**src/rtl/parammod_evt_pkg.sv**
```systemverilog
// Shared types and constants for the pulse event arbiter slice.
package parammod_evt_pkg;

  typedef enum logic [1:0] {EVT_IDLE, EVT_OFFER, EVT_GAP} evt_state_e;

  typedef enum logic {LOW = 1'b0, HIGH = 1'b1} act_e;

  localparam int GAP_W = 8;

  // (base + off) mod n for base < n and off < n, without a divider.
  function automatic int wrap_idx(input int base, input int off, input int n);
    int s;
    s = base + off;
    return (s >= n) ? s - n : s;
  endfunction

endpackage

```
**src/rtl/oneshot.sv**
```systemverilog
// One-cycle pulse on the transition of a synchronised level into its active value.
module oneshot
  import parammod_evt_pkg::*;
#(
  parameter act_e ACT = HIGH
) (
  input  logic clk,
  input  logic reset,
  input  logic level_in,
  output logic pulse
);

  logic was_act;

  // NOTE: state registers use non-blocking assignments so every flop samples pre-edge values.
  always_ff @(posedge clk) begin
    if (reset) was_act <= 1'b0;
    else       was_act <= (level_in == ACT);
  end

  assign pulse = (level_in == ACT) && !was_act;

endmodule

```
**src/rtl/rr_pick.sv**
```systemverilog
// Combinational round-robin picker: first set request at or after ptr, with wrap.
module rr_pick
  import parammod_evt_pkg::*;
#(
  parameter  int N   = 4,
  localparam int IDW = $clog2(N)
) (
  input  logic [N-1:0]   req,
  input  logic [IDW-1:0] ptr,
  output logic           any,
  output logic [IDW-1:0] idx
);

  always_comb begin
    // NOTE: every output gets a default first so no path through the block infers a latch.
    any = |req;
    idx = '0;
    // Scan farthest-first so the nearest request at or after ptr overwrites the rest.
    for (int k = N - 1; k >= 0; k--) begin
      if (req[wrap_idx(int'(ptr), k, N)]) idx = IDW'(wrap_idx(int'(ptr), k, N));
    end
  end

endmodule

```
**src/rtl/pulse_event_arb.sv**
```systemverilog
// Per-channel edge capture, pending/overflow tracking and round-robin issue of
// one event at a time on a valid/ready port with an idle gap after each accept.
module pulse_event_arb
  import parammod_evt_pkg::*;
#(
  parameter  int   N   = 4,
  parameter  act_e ACT = HIGH,
  parameter  int   GAP = 2,
  localparam int   IDW = $clog2(N)
) (
  input  logic           clk,
  input  logic           reset,
  input  logic [N-1:0]   level_in,
  output logic           evt_valid,
  output logic [IDW-1:0] evt_id,
  input  logic           evt_ready,
  output logic [N-1:0]   pend_out,
  output logic [N-1:0]   ovf_out,
  input  logic           clr_ovf
);

  evt_state_e       state;
  logic [GAP_W-1:0] gap_cnt;
  logic [IDW-1:0]   ptr;
  logic [IDW-1:0]   pick_idx;
  logic             pick_any;
  logic [N-1:0]     pulse;
  logic [N-1:0]     accept;

  for (genvar i = 0; i < N; i++) begin : g_edge
    oneshot #(.ACT(ACT)) u_oneshot (
      .clk      (clk),
      .reset    (reset),
      .level_in (level_in[i]),
      .pulse    (pulse[i])
    );
  end

  rr_pick #(.N(N)) u_pick (
    .req (pend_out),
    .ptr (ptr),
    .any (pick_any),
    .idx (pick_idx)
  );

  always_comb begin
    accept = '0;
    if (evt_valid && evt_ready) accept[evt_id] = 1'b1;
  end

  // A pulse on the channel being accepted re-arms it instead of counting as overflow.
  always_ff @(posedge clk) begin
    if (reset) begin
      pend_out <= '0;
      ovf_out  <= '0;
    end else begin
      pend_out <= pulse | (pend_out & ~accept);
      ovf_out  <= (pulse & pend_out & ~accept) | (ovf_out & ~{N{clr_ovf}});
    end
  end

  always_ff @(posedge clk) begin
    if (reset) begin
      state     <= EVT_IDLE;
      evt_valid <= 1'b0;
      evt_id    <= '0;
      ptr       <= '0;
      gap_cnt   <= '0;
    end else begin
      case (state)
        EVT_IDLE: begin
          if (pick_any) begin
            evt_id    <= pick_idx;
            evt_valid <= 1'b1;
            state     <= EVT_OFFER;
          end
        end
        EVT_OFFER: begin
          if (evt_ready) begin
            evt_valid <= 1'b0;
            ptr       <= (evt_id == IDW'(N - 1)) ? '0 : evt_id + IDW'(1);
            if (GAP > 0) begin
              gap_cnt <= GAP_W'(GAP);
              state   <= EVT_GAP;
            end else begin
              state   <= EVT_IDLE;
            end
          end
        end
        EVT_GAP: begin
          gap_cnt <= gap_cnt - GAP_W'(1);
          if (gap_cnt == GAP_W'(1)) state <= EVT_IDLE;
        end
        default: begin
          evt_valid <= 1'b0;
          state     <= EVT_IDLE;
        end
      endcase
    end
  end

endmodule
```
**config.mk**
```make
export PLATFORM = sky130hd
export DESIGN_NAME = pulse_event_arb
export DESIGN_NICKNAME = d
export VERILOG_FILES = /design/src/rtl/parammod_evt_pkg.sv /design/src/rtl/oneshot.sv /design/src/rtl/rr_pick.sv /design/src/rtl/pulse_event_arb.sv
export SDC_FILE = /design/constraint.sdc
export NUM_CORES = 1
export LEC_CHECK = 0
export ABC_AREA = 1
export BUFFER_PORTS_ARGS = -buffer_cell sky130_fd_sc_hd__buf_4
export CORE_UTILIZATION = 37
export DETAILED_ROUTE_END_ITERATION = 10
export PLACE_DENSITY = 0.53
export SLEW_MARGIN = 20
export SYNTH_ARGS = -nofsm -noshare
export SYNTH_HDL_FRONTEND = slang
export SYNTH_HIERARCHICAL = 1
export SYNTH_SLANG_ARGS = --single-unit
```
**constraint.sdc**
```tcl
create_clock -name clk -period 3.6 [get_ports clk]
set_clock_uncertainty 0.1 [all_clocks]
set_input_delay 0.72 -clock clk [delete_from_list [all_inputs] [get_ports clk]]
set_output_delay 0.72 -clock clk [all_outputs]
set_load 0.05 [all_outputs]
```
After elaboration in Yosys (flattened, before gate mapping):

Cells that the tools add are included.

* add/sub/neg operators: 9
* order comparisons: 10
* eq/ne operators: 7
* muxes and demuxes: 33
* bitwise gates (word level): 9
* reduce and logical (&&, ||, !) cells: 18

Operators by type and width (number)
* 32-bit by 4-bit < comparator with 1-bit output, second input constant: 4
* 32-bit 2-to-1 mux: 4
* 32-bit by 4-bit >= comparator with 1-bit output, second input constant: 3
* 32-bit by 4-bit subtractor with 32-bit output, second input constant: 3
* 4-bit bitwise AND: 4
* 2-bit 2-to-1 mux: 8
* 8-bit one-hot mux with 2 select lines: 1
* 1-bit 2-to-1 mux: 11
* 1-bit binary-select mux with 2-bit select: 4
* 8-bit by 1-bit == test with 1-bit output, second input constant: 1
* 8-bit 2-to-1 mux: 1
* 4-bit NOT: 2
* 4-bit bitwise OR: 2
* 8-bit by 1-bit subtractor with 8-bit output, second input constant: 1
* 2-bit by 2-bit adder with 3-bit output, second input constant: 2
* 1-bit logical AND: 6
* 2-bit inequality test, second input constant: 3
* 2-bit one-hot mux with 3 select lines: 1
* 2-bit AND reduction: 3
* 3-bit AND reduction: 2
* 2-bit == test, second input constant: 2
* 1-bit zero test: 4
* 4-bit 2-to-1 mux: 1
* 4-bit OR reduction: 1
* other kinds (12): 12

* register bits after elaboration: 27
* output and inout port bits: 11

Logic depth before layout (Yosys ltp):

* depth after elaboration: 10
* gate-level depth with buffers: 12

Hierarchy:

Netlist, hierarchy kept.

Modules (own cells, without submodules)
* pulse_event_arb: times used 1, cells each 143, area each 1038.5 um2
* rr_pick: times used 1, cells each 46, area each 188.9 um2
* oneshot: times used 4, cells each 4, area each 31.3 um2

Worst setup path before layout:

Ideal clock, no wire load.

* kind: register -> register
* start: reg pend_out[1]
* end: reg evt_id[0]
* library setup time: 121 ps
* data arrival time: 1438 ps
* required time: 3379 ps
* setup slack: 1941 ps
* cell stages (with the launch flop): 12
* path through: dfxtp_1 inv_1 nand2_1 nand3_1 nand2_1 nand2_1 nand2_1 nand2_1 nand2_1 inv_1 o21ai_0 a21oi_1

* cells in the longest elaborated chain, start to end: 7

RTL lines
* start: declaration: RTL line pulse_event_arb.sv:17 `output logic [N-1:0] pend_out,`
* start signal: assignment: RTL line pulse_event_arb.sv:57 `pend_out <= pulse | (pend_out & ~accept);`
* 1-bit binary-select mux with 2-bit select: RTL line rr_pick.sv:20 `if (req[wrap_idx(int'(ptr), k, N)]) idx = IDW'(wrap_idx(int'(ptr), k, N));`
* 1-bit 2-to-1 mux (implied by the code) (2 in series): RTL line rr_pick.sv:20
* 2-bit 2-to-1 mux (3 in series): RTL line rr_pick.sv:20
* 2-bit 2-to-1 mux *: RTL line rr_pick.sv:20
* net pick_idx[0]: RTL line pulse_event_arb.sv:25 `logic [IDW-1:0] pick_idx;`
* end signal: assignment: RTL line pulse_event_arb.sv:73 `evt_id <= pick_idx;`
* end: declaration: RTL line pulse_event_arb.sv:15 `output logic [IDW-1:0] evt_id,`

Mark *: on every way through the listed nets, which the timed path passes. The rest lies on a longest branch. The select of a mux whose other input is x is not followed.
A chain may end at the register's enable or synchronous reset.

Worst setup path in the final report:

* start: reg evt_id[0]
* end: out evt_id[0]

No word-level cell between the ends.

==> results.txt <==
status: finished, final reports clean
Fillers: 367
Synth Flop Type: dfxtp_1
syn avg cell area: 6.60 um^2
Leak Pwr: 0.786 nW
DP Cell Count: 268
Clock Power Share: 18.6%
post-CTS setup buffers: 0
Synth Cell Area: 1350 um^2
pin count of the biggest net entering global routing: 19
worst-path cell with the longest stage delay: dfxtp_1
fin cells: 272
CTS clock-pin slew for the worst setup and hold paths: 150 ps
post-synthesis sequential area ratio: 40.0%
Req. time, crit path: 2780 ps
DRT antenna net count: 0
Critical Path End Type: output port
CORE AREA: 3420 um^2
cells on worst reg2reg path: 11
first-pass GRT wire length: 5370 um
crit-path cells: buf_4
Post-synth EDFFs: 0
hold_buf cts: 0
Internal Power: 448 uW
minimum clock period: 1810 ps
CP peak stage delay: 440 ps
# clock sinks: 27
hold path depth: 2
port bufs: 18
synthesis-stage register bit count: 27
share of power burned in combinational logic: 32.8%
Final Net Count: 241
CP max FO: 5
Routed wire per std cell: 11.0 um
H-tree Lvls: 1
drt initial violations: 87
GPL Wtd Cong: 0.788
Max-Cap Viols: 0
RSZ-0062 raised after global routing: false
CTS Buf Count: 3
TritonCTS clock tree: built
Post-Synthesis Cells: 205
FMAX: 551 MHz
die area: 3900 um^2
DP Wirelength: 2380 um
# resized after CTS: 0
global route overflow: 0
Worst path depth: 1
Synth top cells by count: nand2_1, nor2_1, dfxtp_1, inv_1, nand3_1
Setup CP Type: reg2out
post-synth top area cell: dfxtp_1
Max Root-Sink Buffers: 2
vias in the first global route: 1249
layout cells sized above 1: 12.8%
Net Switching: 283 uW
Async SR Flop Fraction: 0%
buffers and inverters on the worst path: 1
Initial Utilization: 39.6%
YS warnings: 6
gr usage total: 17.1%
DIE WIDTH: 62.5 um
Pwr per Cell Area: 465 nW/um^2
Die Span Y: 62.5 um
Skew-Pair Late Insertion Delay: 330 ps
arrival time at the worst endpoint: 990 ps
Synth cell types: 20
Top Family by Delay on Critical Path: flip-flops
switching share of power: 38.8%
initial antenna violation count: 0
Sequential Power Share: 48.6%
DRT Pass-1 Iters: 6
worst vdd ir: 0.000265 V
routed vias: 1302
period utilization: 50.4%
most instantiated library cell after synthesis: nand2_1
area share of the largest cell type after synthesis: 40.0%
root buffer cell: clkbuf_4
Slew @ Worst Pin: 290 ps
total routed wirelength: 3000 um
Residual DRC: 0
I/O pin total: 19
Setup crit start kind: flip-flop
Slew HR: 80.5%
TNS Setup: 0 ps
Hold Vio Cnt, Final: 0
Min-Delay Path Class: reg2reg
antenna diode count: 0
Slew Viols, Final: 0
Row Count: 21
DR vias/cell: 4.79
Synth area leaders: dfxtp_1, nand2_1, nor2_1, nand3_1, inv_1
syn nets: 219
Layout area overhead: 16.2%
final setup violation count: 0
path summary, 6_finish.rpt:
check / start / endpoint / slack [ps]
min: ovf_out[1]$_SDFF_PP0_ / ovf_out[1]$_SDFF_PP0_ / 380
max reg2reg: ptr[0]$_SDFFE_PP0P_ / evt_id[0]$_SDFFE_PP0P_ / 1990
min reg2reg: ovf_out[1]$_SDFF_PP0_ / ovf_out[1]$_SDFF_PP0_ / 380
max: evt_id[0]$_SDFFE_PP0P_ / evt_id[0] / 1790
cell usage in the layout, fill, tap and decap left out, drive strengths merged, types with 2 or more instances in the layout:
cell type,count
dfxtp,27
or2,2
o21ai,7
inv,29
nor2,33
buf,18
ha,6
nand2,57
nand3,22
a21oi,16
clkbuf,3
power groups by stage:
stage,logic [mW],registers [mW],clock network [mW]
4_1_cts,0.240,0.355,0.141
5_1_grt,0.273,0.360,0.154
6_report,0.240,0.355,0.136
3_3_place_gp,0.234,0.361,0
2_1_floorplan,0.131,0.398,0
3_5_place_dp,0.239,0.361,0
cell type report:
| type | instances | area [um^2] | area share, % |
|---|---|---|---|
| Clock inverter | 1 | 7.51 | 0.478 |
| Inverter | 30 | 113 | 7.17 |
| Timing Repair Buffer | 18 | 135 | 8.60 |
| Sequential cell | 27 | 541 | 34.4 |
| Clock buffer | 3 | 22.5 | 1.43 |
| Tap cell | 46 | 57.6 | 3.66 |
| Multi-Input combinational cell | 147 | 696 | 44.3 |
worst register-to-register path: stages (launching register included):
cell	delay [ps]
dfxtp_1	490
inv_2	120
nand2_1	80
nand2_1	90
nand2_2	60
nand2_1	60
nand2_1	80
nand3_1	70
nand2_1	70
inv_1	60
o21ai_0	170
a21oi_1	60
cells by family (layout without fill, tap and decap cells):
kind of cell	Yosys count	after routing	synth area share, %
and+or+nand+nor	115	115	35.8
AOI/OAI and AO/OA	26	26	10.1
DFF	27	27	40.0
buffers and inverters	31	52	8.60
adders and majority gates	6	6	5.55
metrics by stage:
step	total power [mW]	setup WS [ps]	util, %	instance area (um^2)	hold slack (ps)
finish	0.731	1790	46.0	1570	375
global route	0.787	1710	46.0	1570	408
CTS	0.737	1770	46.0	1570	380
detailed placement	0.601	1910	45.1	1540	359
global placement	0.595	1960	45.1	1540	358
floorplan	0.529	1940	-	1350	347
registers in the layout (all words and copies together) (netlist names):
name and count:
ptr 2, evt_valid 1, state 2, gap_cnt 8
g_edge.u_oneshot/was_act 4, ovf_out 4, pend_out 4, evt_id 2
metal layers:
metal	up-vias	wire (um)	GRT usage (%)	share of wire, %
li1	686	-	-	-
met5	-	0	0	0
met2	21	1350	28.4	45
met3	4	110	2.19	3.7
met1	591	1510	22.9	50
met4	0	38	5.23	1.3
(Power assumes the default switching activity.)
